===== src/rtl/ro_pair_counter.sv =====
// Ring-oscillator pair edge counter: runs two ROs over a programmable window and
// compares their synchronized rising-edge counts into a single response bit.
module ro_pair_counter #(
  parameter int CNT_W      = 16,
  parameter int WIN_W      = 16,
  parameter int SETTLE_CYC = 8
) (
  input  logic             i_clk,
  input  logic             i_rst_n,
  input  logic             i_start,
  input  logic [WIN_W-1:0] i_win_len,
  input  logic             i_ro_a,
  input  logic             i_ro_b,
  output logic             o_ro_en,
  output logic             o_busy,
  output logic             o_done,
  output logic             o_resp,
  output logic             o_tie,
  output logic             o_ovf,
  output logic [CNT_W-1:0] o_cnt_a,
  output logic [CNT_W-1:0] o_cnt_b
);

  localparam int ST_W = (SETTLE_CYC > 1) ? $clog2(SETTLE_CYC) : 1;

  typedef enum logic [1:0] {
    IDLE,
    SETTLE,
    COUNT,
    COMPARE
  } state_t;

  state_t state, state_nxt;

  // [0],[1] = two-stage synchronizer, [2] = previous synchronized value
  logic [2:0]       a_sh, b_sh;
  logic             edge_a, edge_b;
  logic [ST_W-1:0]  settle_cnt;
  logic [WIN_W-1:0] win_rem;
  logic [CNT_W-1:0] cnt_a, cnt_b;
  logic             ovf_q;
  logic             accept;
  logic             settle_last;

  assign edge_a      = a_sh[1] & ~a_sh[2];
  assign edge_b      = b_sh[1] & ~b_sh[2];
  assign accept      = (state == IDLE) && i_start;
  assign settle_last = (settle_cnt == ST_W'(SETTLE_CYC - 1));

  always_ff @(posedge i_clk or negedge i_rst_n) begin
    if (!i_rst_n) begin
      state <= IDLE;
    end else begin
      state <= state_nxt;
    end
  end

  always_comb begin
    state_nxt = state;
    o_busy    = 1'b0;
    o_ro_en   = 1'b0;
    unique case (state)
      IDLE: begin
        if (i_start) state_nxt = SETTLE;
      end
      SETTLE: begin
        o_busy  = 1'b1;
        o_ro_en = 1'b1;
        if (settle_last) state_nxt = (win_rem != '0) ? COUNT : COMPARE;
      end
      COUNT: begin
        o_busy  = 1'b1;
        o_ro_en = 1'b1;
        if (win_rem == WIN_W'(1)) state_nxt = COMPARE;
      end
      COMPARE: begin
        o_busy    = 1'b1;
        state_nxt = IDLE;
      end
      default: state_nxt = IDLE;
    endcase
  end

  always_ff @(posedge i_clk or negedge i_rst_n) begin
    if (!i_rst_n) begin
      a_sh       <= '0;
      b_sh       <= '0;
      settle_cnt <= '0;
      win_rem    <= '0;
      cnt_a      <= '0;
      cnt_b      <= '0;
      ovf_q      <= 1'b0;
      o_done     <= 1'b0;
      o_resp     <= 1'b0;
      o_tie      <= 1'b0;
      o_ovf      <= 1'b0;
      o_cnt_a    <= '0;
      o_cnt_b    <= '0;
    end else begin
      a_sh   <= {a_sh[1:0], i_ro_a};
      b_sh   <= {b_sh[1:0], i_ro_b};
      o_done <= (state == COMPARE);

      if (accept) begin
        settle_cnt <= '0;
        win_rem    <= i_win_len;
        cnt_a      <= '0;
        cnt_b      <= '0;
        ovf_q      <= 1'b0;
        o_resp     <= 1'b0;
        o_tie      <= 1'b0;
        o_ovf      <= 1'b0;
        o_cnt_a    <= '0;
        o_cnt_b    <= '0;
      end

      if (state == SETTLE) begin
        settle_cnt <= settle_cnt + 1'b1;
      end

      // Saturating counters; an increment attempted at full scale is recorded as overflow
      if (state == COUNT) begin
        win_rem <= win_rem - 1'b1;
        if (edge_a) begin
          if (cnt_a != '1) cnt_a <= cnt_a + 1'b1;
          else             ovf_q <= 1'b1;
        end
        if (edge_b) begin
          if (cnt_b != '1) cnt_b <= cnt_b + 1'b1;
          else             ovf_q <= 1'b1;
        end
      end

      if (state == COMPARE) begin
        o_cnt_a <= cnt_a;
        o_cnt_b <= cnt_b;
        o_resp  <= (cnt_a > cnt_b);
        o_tie   <= (cnt_a == cnt_b);
        o_ovf   <= ovf_q;
      end
    end
  end

endmodule


===== config.mk =====
export PLATFORM = sky130hd
export DESIGN_NAME = ro_pair_counter
export DESIGN_NICKNAME = d
export VERILOG_FILES = /design/src/rtl/ro_pair_counter.sv
export SDC_FILE = /design/constraint.sdc
export NUM_CORES = 1
export LEC_CHECK = 0
export ABC_AREA = 1
export CORE_ASPECT_RATIO = 0.75
export CORE_UTILIZATION = 30
export CTS_CLUSTER_DIAMETER = 100
export DETAILED_ROUTE_END_ITERATION = 16
export GPL_ROUTABILITY_DRIVEN = 0
export PLACE_DENSITY = 0.48
export SLEW_MARGIN = 40
export SYNTH_ARGS = -nofsm -noshare
export SYNTH_HDL_FRONTEND = slang
export SYNTH_SLANG_ARGS = --single-unit

===== constraint.sdc =====
create_clock -name i_clk -period 2.7 [get_ports i_clk]
set_clock_uncertainty 0.05 [all_clocks]
set_input_delay 0.81 -clock i_clk [delete_from_list [all_inputs] [get_ports i_clk]]
set_output_delay 0.81 -clock i_clk [all_outputs]
set_load 0.005 [all_outputs]

==> key figures <==
Synthesis
  • Synth area leader: dfrtp_1
  • Sequential element share of the synthesized area: 44.1%
  • Post-synth top area share: 44.1%
  • Synthesized area per cell: 7.81 um2
  • Mapped cell area: 0.00544 mm2
  • Netlist cell types: 42
  • Yosys warnings: 0
  • Mapped Cells: 697
  • Number of synthesized flops with an enable pin: 0
  • Syn Nets: 746
  • Top FF cell, synth: dfrtp_1
  • Count leader, synth: nand2_1
  • Largest cells by area after synthesis: dfrtp_1 (44%), nand2_1 (13%), ha_1 (6.4%)
  • Count of state elements after synthesis: 96
  • Most instantiated cells after synthesis: nand2_1 (195), dfrtp_1 (96), inv_1 (87), nand3_1 (55), o21ai_0 (53)
  • Ys async rst share: 100%

GRT
  • Initial antenna violation count: 0
  • Vias in the first global route: 4715
  • First-pass GRT wire length: 24600 um
  • Global Route Usage Sum: 16.8%
  • Grt ovf: 0
  • Largest net degree at the start of global routing: 47

CTS
  • Root buffer cell: clkbuf_16
  • Cts hold-fix bufs: 0
  • Resize count post-CTS: 0
  • CTS buffer count: 9
  • Clock transition at path regs: 0.06 ns
  • Clk sinks: 96
  • Clk buf depth: 2
  • H-tree Lvls: 3
  • Clock latency at the later pin of the worst-skew pair: 0.35 ns
  • CTS tree: done
  • Post-CTS Setup Inserts: 0

Worst setup path
  • Setup crit end kind: primary output
  • Reg2reg path depth: 9
  • Worst-path maximum fanout: 5
  • Worst r2r src: state[0]$_DFFE_PN0P_
  • Reg2reg end: win_rem[11]$_DFFE_PN0P_
  • WP data arrival: 1.70 ns
  • Critical Path Start: state[0]$_DFFE_PN0P_
  • CP Launch Type: flip-flop
  • Critical path type: reg2out
  • Worst path required time: 1.84 ns
  • R2r setup slk: 0.76 ns

Floorplanning
  • Num rows: 42
  • Core footprint: 0.0177 mm2
  • Initial Utilization: 30.7%
  • I/O pin cnt: 59
  • Die W: 158 um
  • Die ar.: 0.0187 mm2
  • Die Span Y: 119 um

Placed design
  • DP HPWL: 10800 um
  • Post-place setup slack: 0.394 ns
  • IO Port Bufs: 58

Cells and area
  • Ant. Diodes: 0
  • Layout filler cell count: 1824
  • Layout cells sized above 1: 9.38%
  • Area Overhead vs Synth: 21.5%
  • Layout Nets: 812
  • Multi-input gate area: 0.00261 mm2
  • Finished Core Util: 37.4%
  • Reg area: 0.00240 mm2

Worst hold path
  • Worst Hold Launch: b_sh[0]$_DFF_PN0_
  • Hold Crit Depth: 0
  • Hold WC Path Type: reg2reg
  • Hold worst-path end: b_sh[1]$_DFF_PN0_

Detailed routing
  • # DRC: 0
  • WL/cell: 14.4 um
  • Final Routed Wirelength: 14500 um
  • Drt first pass iters: 5
  • Via density: 4.72
  • Vias: 4763
  • Initial DRC count: 405
  • Final ANT Viol Nets: 0

STA
  • Setup-failing EPs final: 0
  • Slew Limit Fails: 0
  • Final hold violations: 0
  • Worst Tran Pin Value: 0.557 ns
  • RSZ-0062 raised after global routing: no
  • Final worst-path cycle share: 94.8%
  • Min Clock Period, post-route: 2.56 ns
  • Fmax achieved: 0.391 GHz
  • Total negative slack: 0 ns
  • Final worst slack: 0.141 ns
  • Worst rel slew slack: 62.9%

Run status
  • Status: completed

Pwr
  • Sequential share of power: 37.6%
  • Clock Power Share: 23.8%
  • Sw frac: 39.7%
  • Lkg Pwr: 3.07 nW
  • Logic pwr share: 38.6%
  • Psw: 2.01 mW
  • Total power: 5.07 mW
  • Pwr/cell area: 766 mW/mm2
  • Internal power: 3.05 mW
  • Max IR drop VDD: 0.404 mV

Job
  • Max Cap Violations: 0
## per-layer routing
| layer | part of all wire, % | vias to the layer above | wire length, um | global-route usage (%) |
|---|---|---|---|---|
| li1 | - | 2391 | - | - |
| met1 | 53 | 2240 | 7640 | 25.5 |
| met2 | 41 | 120 | 5940 | 23.7 |
| met3 | 5.5 | 12 | 800 | 3.59 |
| met4 | 1.1 | 0 | 155 | 4.67 |
| met5 | 0 | - | 0 | 0 |
## area by class of cell
class,count,share of cell area (%)
Clock buffer,13,3.78
Clock inverter,3,0.265
Inverter,93,5.31
Multi-Input combinational cell,493,39.5
Sequential cell,96,36.3
Tap cell,242,4.58
Timing Repair Buffer,70,10.3
## state kept, by name (all words and copies together), names as in the netlist
signal	cells
o_resp	1
o_done	1
b_sh	3
o_tie	1
o_cnt_a	16
ovf_q	1
settle_cnt	3
cnt_a	16
a_sh	3
o_cnt_b	16
state	2
o_ovf	1
win_rem	16
cnt_b	16
## placed cells by master (no fill, tap or decap), types with 2 or more instances in the layout
cell / count
nand2_1: 195
dfrtp_1: 96
inv_1: 87
clkdlybuf4s50_1: 57
nand3_1: 55
o21ai_0: 53
nor2_1: 50
ha_1: 28
a21oi_1: 21
nand4_1: 14
buf_4: 12
nand2_2: 10
clkbuf_16: 9
nor2_2: 8
nor3_1: 7
nor2_4: 6
o211ai_1: 6
nand2_4: 4
nand3_2: 4
o21ai_1: 4
inv_2: 3
o21ai_2: 3
a21oi_2: 3
xor2_1: 3
o221ai_1: 3
clkbuf_1: 3
o21a_1: 2
clkinv_1: 2
o21bai_1: 2
clkinv_2: 2
## power groups by stage
| stage | clock network (mW) | registers (mW) | logic, mW |
|---|---|---|---|
| 6_report | 1.21 | 1.90 | 1.96 |
| 5_1_grt | 1.29 | 1.94 | 2.24 |
| 4_1_cts | 1.24 | 1.90 | 1.98 |
| 3_5_place_dp | 0 | 1.92 | 1.98 |
| 3_3_place_gp | 0 | 1.92 | 1.92 |
| 2_1_floorplan | 0 | 1.88 | 1.27 |
## per-stage QoR
stage | area [um2] | hold slack, ns | std cells
after floorplan | 5440 | 0.281 | 697
after global placement | 6350 | 0.287 | 994
after detailed placement | 6350 | 0.287 | 994
after CTS | 6620 | 0.301 | 1010
after global routing | 6620 | 0.306 | 1010
final | 6620 | 0.299 | 1010
## worst max path at each step
stage	end	cells after the start
2_1_floorplan	win_rem[6]$_DFFE_PN0P_	5
3_3_place_gp	win_rem[11]$_DFFE_PN0P_	9
3_5_place_dp	o_cnt_b[8]$_DFFE_PN0P_	7
4_1_cts	o_ro_en	3
5_1_grt	o_ro_en	3
6_report	o_ro_en	3
## cell families after synthesis
logic type      count (synthesis)  share of synthesized area (%)
simple gates                  357                           29.8
xor+xnor                        3                          0.483
buf+inv                       108                           7.95
flops                          96                           44.1
compound gates                105                           11.2
fa+ha+maj                      28                           6.44
## worst max-delay path, stage by stage, from the launching register on
cell,delay [ns]
dfrtp_1,0.41
inv_1,0.11
ha_1,0.33
clkdlybuf4s50_1,0.51
No activity file was read; power rests on OpenSTA's default activity.
